### src/rtl/id_alu_stage_pkg.sv
// Shared decode constants for the ID stage of the integer ALU path:
// opcodes, funct3/funct7 values, ALU opcode encoding and enable levels.
package id_alu_stage_pkg;

    localparam logic [6:0] INST_TYPE_R = 7'b0110011;
    localparam logic [6:0] INST_TYPE_I = 7'b0010011;

    localparam logic [2:0] INST_ADD_SUB = 3'b000;
    localparam logic [2:0] INST_SLL     = 3'b001;
    localparam logic [2:0] INST_SLT     = 3'b010;
    localparam logic [2:0] INST_SLTU    = 3'b011;
    localparam logic [2:0] INST_XOR     = 3'b100;
    localparam logic [2:0] INST_SR      = 3'b101;
    localparam logic [2:0] INST_OR      = 3'b110;
    localparam logic [2:0] INST_AND     = 3'b111;

    localparam logic [6:0] FUNCT7_BASE = 7'b0000000;
    localparam logic [6:0] FUNCT7_ALT  = 7'b0100000;

    localparam logic [3:0] ALU_OP_ADD  = 4'd0;
    localparam logic [3:0] ALU_OP_SUB  = 4'd1;
    localparam logic [3:0] ALU_OP_SLL  = 4'd2;
    localparam logic [3:0] ALU_OP_SLT  = 4'd3;
    localparam logic [3:0] ALU_OP_SLTU = 4'd4;
    localparam logic [3:0] ALU_OP_XOR  = 4'd5;
    localparam logic [3:0] ALU_OP_SRL  = 4'd6;
    localparam logic [3:0] ALU_OP_SRA  = 4'd7;
    localparam logic [3:0] ALU_OP_OR   = 4'd8;
    localparam logic [3:0] ALU_OP_AND  = 4'd9;

    localparam logic [31:0] ZERO          = 32'h0;
    localparam logic [4:0]  ZERO_REG      = 5'd0;
    localparam logic        WRITE_ENABLE  = 1'b1;
    localparam logic        WRITE_DISABLE = 1'b0;
    localparam logic        READ_ENABLE   = 1'b1;
    localparam logic        READ_DISABLE  = 1'b0;

    // Base ALU op for a funct3; SUB/SRA are selected later from funct7.
    function automatic logic [3:0] alu_base(input logic [2:0] funct3);
        logic [3:0] op;
        case (funct3)
            INST_ADD_SUB: op = ALU_OP_ADD;
            INST_SLL:     op = ALU_OP_SLL;
            INST_SLT:     op = ALU_OP_SLT;
            INST_SLTU:    op = ALU_OP_SLTU;
            INST_XOR:     op = ALU_OP_XOR;
            INST_SR:      op = ALU_OP_SRL;
            INST_OR:      op = ALU_OP_OR;
            default:      op = ALU_OP_AND;
        endcase
        return op;
    endfunction

endpackage

### src/rtl/id_alu_decode.sv
// Combinational decode of OP / OP-IMM instructions: register fields,
// immediate, read enables, ALU opcode, writeback enable and illegal flag.
module id_alu_decode
    import id_alu_stage_pkg::*;
#(
    parameter int DATA_WIDTH  = 32,
    parameter int RDATA_WIDTH = 32,
    parameter int RADDR_WIDTH = 5
) (
    input  logic [DATA_WIDTH-1:0]  inst_i,
    output logic [RADDR_WIDTH-1:0] rs1_o,
    output logic [RADDR_WIDTH-1:0] rs2_o,
    output logic [RADDR_WIDTH-1:0] rd_o,
    output logic                   re1_o,
    output logic                   re2_o,
    output logic                   use_imm_o,
    output logic [RDATA_WIDTH-1:0] imm_o,
    output logic [3:0]             alu_op_o,
    output logic                   we_o,
    output logic                   illegal_o
);

    logic [6:0]             opcode;
    logic [2:0]             funct3;
    logic [6:0]             funct7;
    logic [RDATA_WIDTH-1:0] simm;
    logic [RDATA_WIDTH-1:0] shamt;
    logic                   re1;
    logic                   re2;
    logic                   we;
    logic                   illegal;
    logic [3:0]             alu_op;

    assign opcode = inst_i[6:0];
    assign funct3 = inst_i[14:12];
    assign funct7 = inst_i[31:25];
    assign rd_o   = inst_i[7 +: RADDR_WIDTH];
    assign rs1_o  = inst_i[15 +: RADDR_WIDTH];
    assign rs2_o  = inst_i[20 +: RADDR_WIDTH];
    assign simm   = {{(RDATA_WIDTH-12){inst_i[31]}}, inst_i[31:20]};
    assign shamt  = {{(RDATA_WIDTH-5){1'b0}}, inst_i[24:20]};

    always_comb begin
        re1       = READ_DISABLE;
        re2       = READ_DISABLE;
        we        = WRITE_DISABLE;
        use_imm_o = 1'b0;
        imm_o     = '0;
        alu_op    = ALU_OP_ADD;
        illegal   = 1'b1;
        case (opcode)
            INST_TYPE_R: begin
                re1    = READ_ENABLE;
                re2    = READ_ENABLE;
                we     = WRITE_ENABLE;
                alu_op = alu_base(funct3);
                if (funct7 == FUNCT7_BASE) begin
                    illegal = 1'b0;
                end else if (funct7 == FUNCT7_ALT && funct3 == INST_ADD_SUB) begin
                    illegal = 1'b0;
                    alu_op  = ALU_OP_SUB;
                end else if (funct7 == FUNCT7_ALT && funct3 == INST_SR) begin
                    illegal = 1'b0;
                    alu_op  = ALU_OP_SRA;
                end
            end
            INST_TYPE_I: begin
                re1       = READ_ENABLE;
                we        = WRITE_ENABLE;
                use_imm_o = 1'b1;
                alu_op    = alu_base(funct3);
                illegal   = 1'b0;
                imm_o     = simm;
                // Shifts carry a 5-bit shamt; the upper bits act as funct7.
                if (funct3 == INST_SLL || funct3 == INST_SR) begin
                    imm_o = shamt;
                    if (funct3 == INST_SR && funct7 == FUNCT7_ALT) begin
                        alu_op = ALU_OP_SRA;
                    end else if (funct7 != FUNCT7_BASE) begin
                        illegal = 1'b1;
                    end
                end
            end
            default: ;
        endcase
    end

    // An illegal slot reads nothing, so it can never cause a load-use stall.
    assign re1_o     = re1 & ~illegal;
    assign re2_o     = re2 & ~illegal;
    assign we_o      = we & ~illegal;
    assign alu_op_o  = illegal ? ALU_OP_ADD : alu_op;
    assign illegal_o = illegal;

endmodule

### src/rtl/id_alu_stage.sv
// Registered ID stage: decode, EX/MEM bypass, load-use stall and a
// valid/ready pipeline register feeding EX.
module id_alu_stage
    import id_alu_stage_pkg::*;
#(
    parameter int DATA_WIDTH  = 32,
    parameter int RDATA_WIDTH = 32,
    parameter int RADDR_WIDTH = 5
) (
    input  logic                   clk,
    input  logic                   rst_n,
    input  logic [DATA_WIDTH-1:0]  inst_i,
    input  logic                   inst_valid_i,
    output logic                   inst_ready_o,
    output logic [RADDR_WIDTH-1:0] reg1_raddr_o,
    output logic [RADDR_WIDTH-1:0] reg2_raddr_o,
    output logic                   reg1_re_o,
    output logic                   reg2_re_o,
    input  logic [RDATA_WIDTH-1:0] reg1_rdata_i,
    input  logic [RDATA_WIDTH-1:0] reg2_rdata_i,
    input  logic                   ex_we_i,
    input  logic [RADDR_WIDTH-1:0] ex_waddr_i,
    input  logic [RDATA_WIDTH-1:0] ex_wdata_i,
    input  logic                   ex_is_load_i,
    input  logic                   mem_we_i,
    input  logic [RADDR_WIDTH-1:0] mem_waddr_i,
    input  logic [RDATA_WIDTH-1:0] mem_wdata_i,
    input  logic                   flush_i,
    output logic                   out_valid_o,
    input  logic                   out_ready_i,
    output logic [RDATA_WIDTH-1:0] op1_o,
    output logic [RDATA_WIDTH-1:0] op2_o,
    output logic [3:0]             alu_op_o,
    output logic                   reg_we_o,
    output logic [RADDR_WIDTH-1:0] reg_waddr_o,
    output logic                   illegal_o
);

    logic [RADDR_WIDTH-1:0] rs1;
    logic [RADDR_WIDTH-1:0] rs2;
    logic [RADDR_WIDTH-1:0] rd;
    logic                   re1;
    logic                   re2;
    logic                   use_imm;
    logic [RDATA_WIDTH-1:0] imm;
    logic [3:0]             dec_alu_op;
    logic                   dec_we;
    logic                   dec_illegal;

    id_alu_decode #(
        .DATA_WIDTH  (DATA_WIDTH),
        .RDATA_WIDTH (RDATA_WIDTH),
        .RADDR_WIDTH (RADDR_WIDTH)
    ) u_decode (
        .inst_i    (inst_i),
        .rs1_o     (rs1),
        .rs2_o     (rs2),
        .rd_o      (rd),
        .re1_o     (re1),
        .re2_o     (re2),
        .use_imm_o (use_imm),
        .imm_o     (imm),
        .alu_op_o  (dec_alu_op),
        .we_o      (dec_we),
        .illegal_o (dec_illegal)
    );

    assign reg1_raddr_o = rs1;
    assign reg2_raddr_o = rs2;
    assign reg1_re_o    = re1;
    assign reg2_re_o    = re2;

    // EX beats MEM; there is no WB path because the regfile writes first.
    function automatic logic [RDATA_WIDTH-1:0] bypass(
        input logic [RADDR_WIDTH-1:0] rs,
        input logic [RDATA_WIDTH-1:0] rf_data,
        input logic                   ex_we,
        input logic [RADDR_WIDTH-1:0] ex_waddr,
        input logic [RDATA_WIDTH-1:0] ex_wdata,
        input logic                   mem_we,
        input logic [RADDR_WIDTH-1:0] mem_waddr,
        input logic [RDATA_WIDTH-1:0] mem_wdata
    );
        logic [RDATA_WIDTH-1:0] val;
        if (rs == RADDR_WIDTH'(ZERO_REG))            val = '0;
        else if (ex_we && ex_waddr == rs)           val = ex_wdata;
        else if (mem_we && mem_waddr == rs)         val = mem_wdata;
        else                                        val = rf_data;
        return val;
    endfunction

    logic [RDATA_WIDTH-1:0] src1;
    logic [RDATA_WIDTH-1:0] src2;
    logic                   hazard;
    logic                   load;

    assign src1 = bypass(rs1, reg1_rdata_i, ex_we_i, ex_waddr_i, ex_wdata_i,
                         mem_we_i, mem_waddr_i, mem_wdata_i);
    assign src2 = bypass(rs2, reg2_rdata_i, ex_we_i, ex_waddr_i, ex_wdata_i,
                         mem_we_i, mem_waddr_i, mem_wdata_i);

    assign hazard = ex_is_load_i & ex_we_i &
                    ((re1 & (rs1 != '0) & (ex_waddr_i == rs1)) |
                     (re2 & (rs2 != '0) & (ex_waddr_i == rs2)));

    logic                   out_valid_q, out_valid_d;
    logic [RDATA_WIDTH-1:0] op1_q, op1_d;
    logic [RDATA_WIDTH-1:0] op2_q, op2_d;
    logic [3:0]             alu_op_q, alu_op_d;
    logic                   reg_we_q, reg_we_d;
    logic [RADDR_WIDTH-1:0] reg_waddr_q, reg_waddr_d;
    logic                   illegal_q, illegal_d;

    assign load         = out_ready_i | ~out_valid_q;
    assign inst_ready_o = flush_i | (load & ~hazard);

    always_comb begin
        out_valid_d = out_valid_q;
        op1_d       = op1_q;
        op2_d       = op2_q;
        alu_op_d    = alu_op_q;
        reg_we_d    = reg_we_q;
        reg_waddr_d = reg_waddr_q;
        illegal_d   = illegal_q;
        if (flush_i || load) begin
            // Bubbles and flushed slots load all-zero so EX sees clean fields.
            out_valid_d = inst_valid_i & ~hazard & ~flush_i;
            op1_d       = '0;
            op2_d       = '0;
            alu_op_d    = ALU_OP_ADD;
            reg_we_d    = WRITE_DISABLE;
            reg_waddr_d = '0;
            illegal_d   = 1'b0;
            if (out_valid_d) begin
                illegal_d = dec_illegal;
                if (!dec_illegal) begin
                    op1_d       = src1;
                    op2_d       = use_imm ? imm : src2;
                    alu_op_d    = dec_alu_op;
                    reg_we_d    = dec_we;
                    reg_waddr_d = rd;
                end
            end
        end
    end

    always_ff @(posedge clk or negedge rst_n) begin
        if (!rst_n) begin
            out_valid_q <= 1'b0;
            op1_q       <= '0;
            op2_q       <= '0;
            alu_op_q    <= ALU_OP_ADD;
            reg_we_q    <= WRITE_DISABLE;
            reg_waddr_q <= '0;
            illegal_q   <= 1'b0;
        end else begin
            out_valid_q <= out_valid_d;
            op1_q       <= op1_d;
            op2_q       <= op2_d;
            alu_op_q    <= alu_op_d;
            reg_we_q    <= reg_we_d;
            reg_waddr_q <= reg_waddr_d;
            illegal_q   <= illegal_d;
        end
    end

    assign out_valid_o = out_valid_q;
    assign op1_o       = op1_q;
    assign op2_o       = op2_q;
    assign alu_op_o    = alu_op_q;
    assign reg_we_o    = reg_we_q;
    assign reg_waddr_o = reg_waddr_q;
    assign illegal_o   = illegal_q;

endmodule

### config.mk
export PLATFORM = sky130hd
export DESIGN_NAME = id_alu_stage
export DESIGN_NICKNAME = d
export VERILOG_FILES = /design/src/rtl/id_alu_stage_pkg.sv /design/src/rtl/id_alu_decode.sv /design/src/rtl/id_alu_stage.sv
export SDC_FILE = /design/constraint.sdc
export NUM_CORES = 1
export LEC_CHECK = 0
export ABC_CLOCK_PERIOD_IN_PS = 3300
export CELL_PAD_IN_SITES_DETAIL_PLACEMENT = 1
export CELL_PAD_IN_SITES_GLOBAL_PLACEMENT = 2
export CORE_MARGIN = 1.5
export CORE_UTILIZATION = 22
export DETAILED_ROUTE_END_ITERATION = 10
export PLACE_DENSITY = 0.79
export REMOVE_ABC_BUFFERS = 1
export SLEW_MARGIN = 0
export SYNTH_ARGS = -nofsm -noshare
export SYNTH_HDL_FRONTEND = slang
export SYNTH_SLANG_ARGS = --single-unit
### constraint.sdc
create_clock -name clk -period 3.3 [get_ports clk]
set_clock_uncertainty 0.2 [all_clocks]
set_input_delay 0.66 -clock clk [delete_from_list [all_inputs] [get_ports clk]]
set_output_delay 0.66 -clock clk [all_outputs]
set_load 0.03 [all_outputs]
==> reports/metrics.cfg <==
[placement]
post_dp_cell_area_mm2=0.00819
gp_congestion=0.852
dp_hpwl_um=16500
dp.cells=1095
io_buffers=266
pre_cts_ws_ps=-192

[yosys]
yosysWarnings=0
muxShareOfSynthArea=0.129
syn_area_per_cell_um2=8.97
synth_compound_area_frac=0.273
syn-cell-area_mm2=0.00497
synth_top_family_by_area=compound AO/OA/AOI/OAI gates
synth_flop_cell=dfrtp_1
yosys.cell_types.count=41
syn_inst=554
yosys.area_share.simple=0.119
ys_seq_area_frac=0.383
synth_edf_count=0
synth_xor_area_frac=0.0353
synthArstFlopShare=1.00
ys_ff_latch=76
synth_adder_area_share=0

[sta]
whs_ps=131
fmax_ghz=0.315
hold_violations=0
setup_viol=0
final.setup.worst_slack_ps=128
final.setup.tns_ps=0
rsz0062_at_grt=no
worstMarginPinSlew_ps=1060
fin_crit_sh=0.961
min_period_ps=3170
drv_slew=0
relSlewSlack=0.289

[worst_setup_path]
start_kind=primary input
cp-end-kind=output port
crit_chain=dlygate4sd2_1, or4_4, nor3_4, o21ai_2, nor3_2, a21o_1, a21oi_1, buf_4
slowest_stage=or4_4
cp.arrival_ps=2310
critical_path.max_stage_delay_ps=590
path_buf_inv=2
critical_path_class=primary input to output port
worstPathRequired_ps=2440
critical_path_peak_fanout=4
cp_top_family=simple AND/OR/NAND/NOR gates

[pwr]
power_density_mw_per_mm2=283
peakVddDrop_mv=0.154
p_leak_nw=3.83
total_power_mw=2.40

[layout]
nFillCells=2528
fin_util=0.387
fin_cells=1111
fin_nets=1004
multi_input_area_mm2=0.00284
seqCellArea_mm2=0.00190
final_common_cell=clkdlybuf4s50_1
post-route-cell-area_mm2=0.00851
syn_to_final_growth_pct=71.2
final_cell_mix=clkdlybuf4s50_1 (257), o21ai_0 (87), nand2_1 (79)
antenna_cells=0
drive_gt1_frac=0.111

[clock_tree]
postCtsSetupBuffers=0
clkSinkCount=76
cts-root-buf=clkbuf_16
clkTransAtPathRegs_ps=70
clk_latency_ps=330
cts_buffer_depth=2
htree_levels=3
numCtsBuffers=9
cts_tree=done

[global_route]
grt-ovfl-total=0
grt_pass1_wl_um=33500
first_global_vias=5675
grt.total_usage=0.186
grt_max_degree=77
antenna_found_initial=1

[detailed_routing]
routed_wl_um=21800
drtAntennaViolNets=0
drt_pass1_iterations=10
vias_per_cell=4.80
drc=19
post_drt_wl_per_cell_um=19.6
vias=5331
drtIter0Drc=171

[floorplan]
fp-row-count=54
io_pins=267
die_area_mm2=0.0235
core_mm2=0.0220
start_util=0.226
die_x_um=153
die_y_um=153

[status]
violations=design-rule violations
status=finished, violations left

[hold_path]
hold_class=primary input to asynchronous set/reset pin

[run]
maxCapViolations=0

[worst paths after layout]
| check | from | cells past startpoint | endpoint | slack [ps] |
|---|---|---|---|---|
| setup / recovery | inst_i[29] | 8 | inst_ready_o | 130 |
| hold / removal | rst_n | 2 | reg_waddr_o[0] | 130 |
| setup reg to reg | out_valid_o | 5 | op2_o[7] | 1030 |
| hold reg to reg | reg_we_o | 2 | reg_we_o | 280 |
| max in group asynchronous | rst_n | 2 | op2_o[26] | 2410 |
| min in group clk | reg_we_o | 2 | reg_we_o | 280 |
[layer usage]
layer,wire length (um),global-route usage,up-vias
li1,-,-,2574
met1,9460,0.232,2569
met2,10400,0.316,174
met3,1720,0.0544,12
met4,180,0.0458,2
met5,17,0,-
[worst reg2reg max path: stages (launching register included)]
cell	delay, ps
dfrtp_1	390
nand2b_1	170
nand3b_1	200
nor3_1	890
a22o_2	280
a31o_2	90
[logic make-up after synthesis]
family,count (synthesis)
muxes,64
xor gates and xnor gates,20
and+or+nand+nor,131
AOI/OAI and AO/OA,208
buffers and inverters,55
DFF,76
[registers in the layout (all words and copies together), names as in the netlist]
| name | cells |
|---|---|
| alu_op_o | 4 |
| illegal_o | 1 |
| op1_o | 32 |
| op2_o | 32 |
| out_valid_o | 1 |
| reg_waddr_o | 5 |
| reg_we_o | 1 |
[synthesized netlist by cell type (5+ instances only)]
cell type	n	area share
a21oi_1	37	0.037
a2bb2oi_1	26	0.046
nor2_1	18	0.014
clkbuf_1	29	0.022
mux2i_1	64	0.13
dfrtp_1	76	0.38
xnor2_1	7	0.012
xor2_1	13	0.023
nand3_1	9	0.0091
buf_4	10	0.015
o21ai_0	88	0.089
nor3_1	6	0.0060
nand2_1	79	0.060
buf_1	5	0.0038
a22o_1	42	0.074
[report_power, final]
group / switching (mW) / leakage [nW] / total, mW / internal, mW
clock network: 0.439 / 0.132 / 0.951 / 0.513
registers: 0.00135 / 1.06 / 0.935 / 0.934
logic: 0.219 / 2.64 / 0.518 / 0.299
total: 0.659 / 3.83 / 2.40 / 1.75
[repair_timing]
action / 4_1_cts / 5_1_grt
hold buffers: 0 / 0
pin swaps: 5 / 1
setup endpoints to repair: 2 / 1
gates resized for setup: 10 / 6
[area by class of cell]
cell class              count  area share
inverters                   3     0.00132
repair buffers            313       0.368
clock buffers               9      0.0265
clock inverters             7     0.00603
well taps                 280      0.0412
multi-input cells         423       0.334
flip-flops and latches     76       0.224
Power figures use the tool's default switching activity.
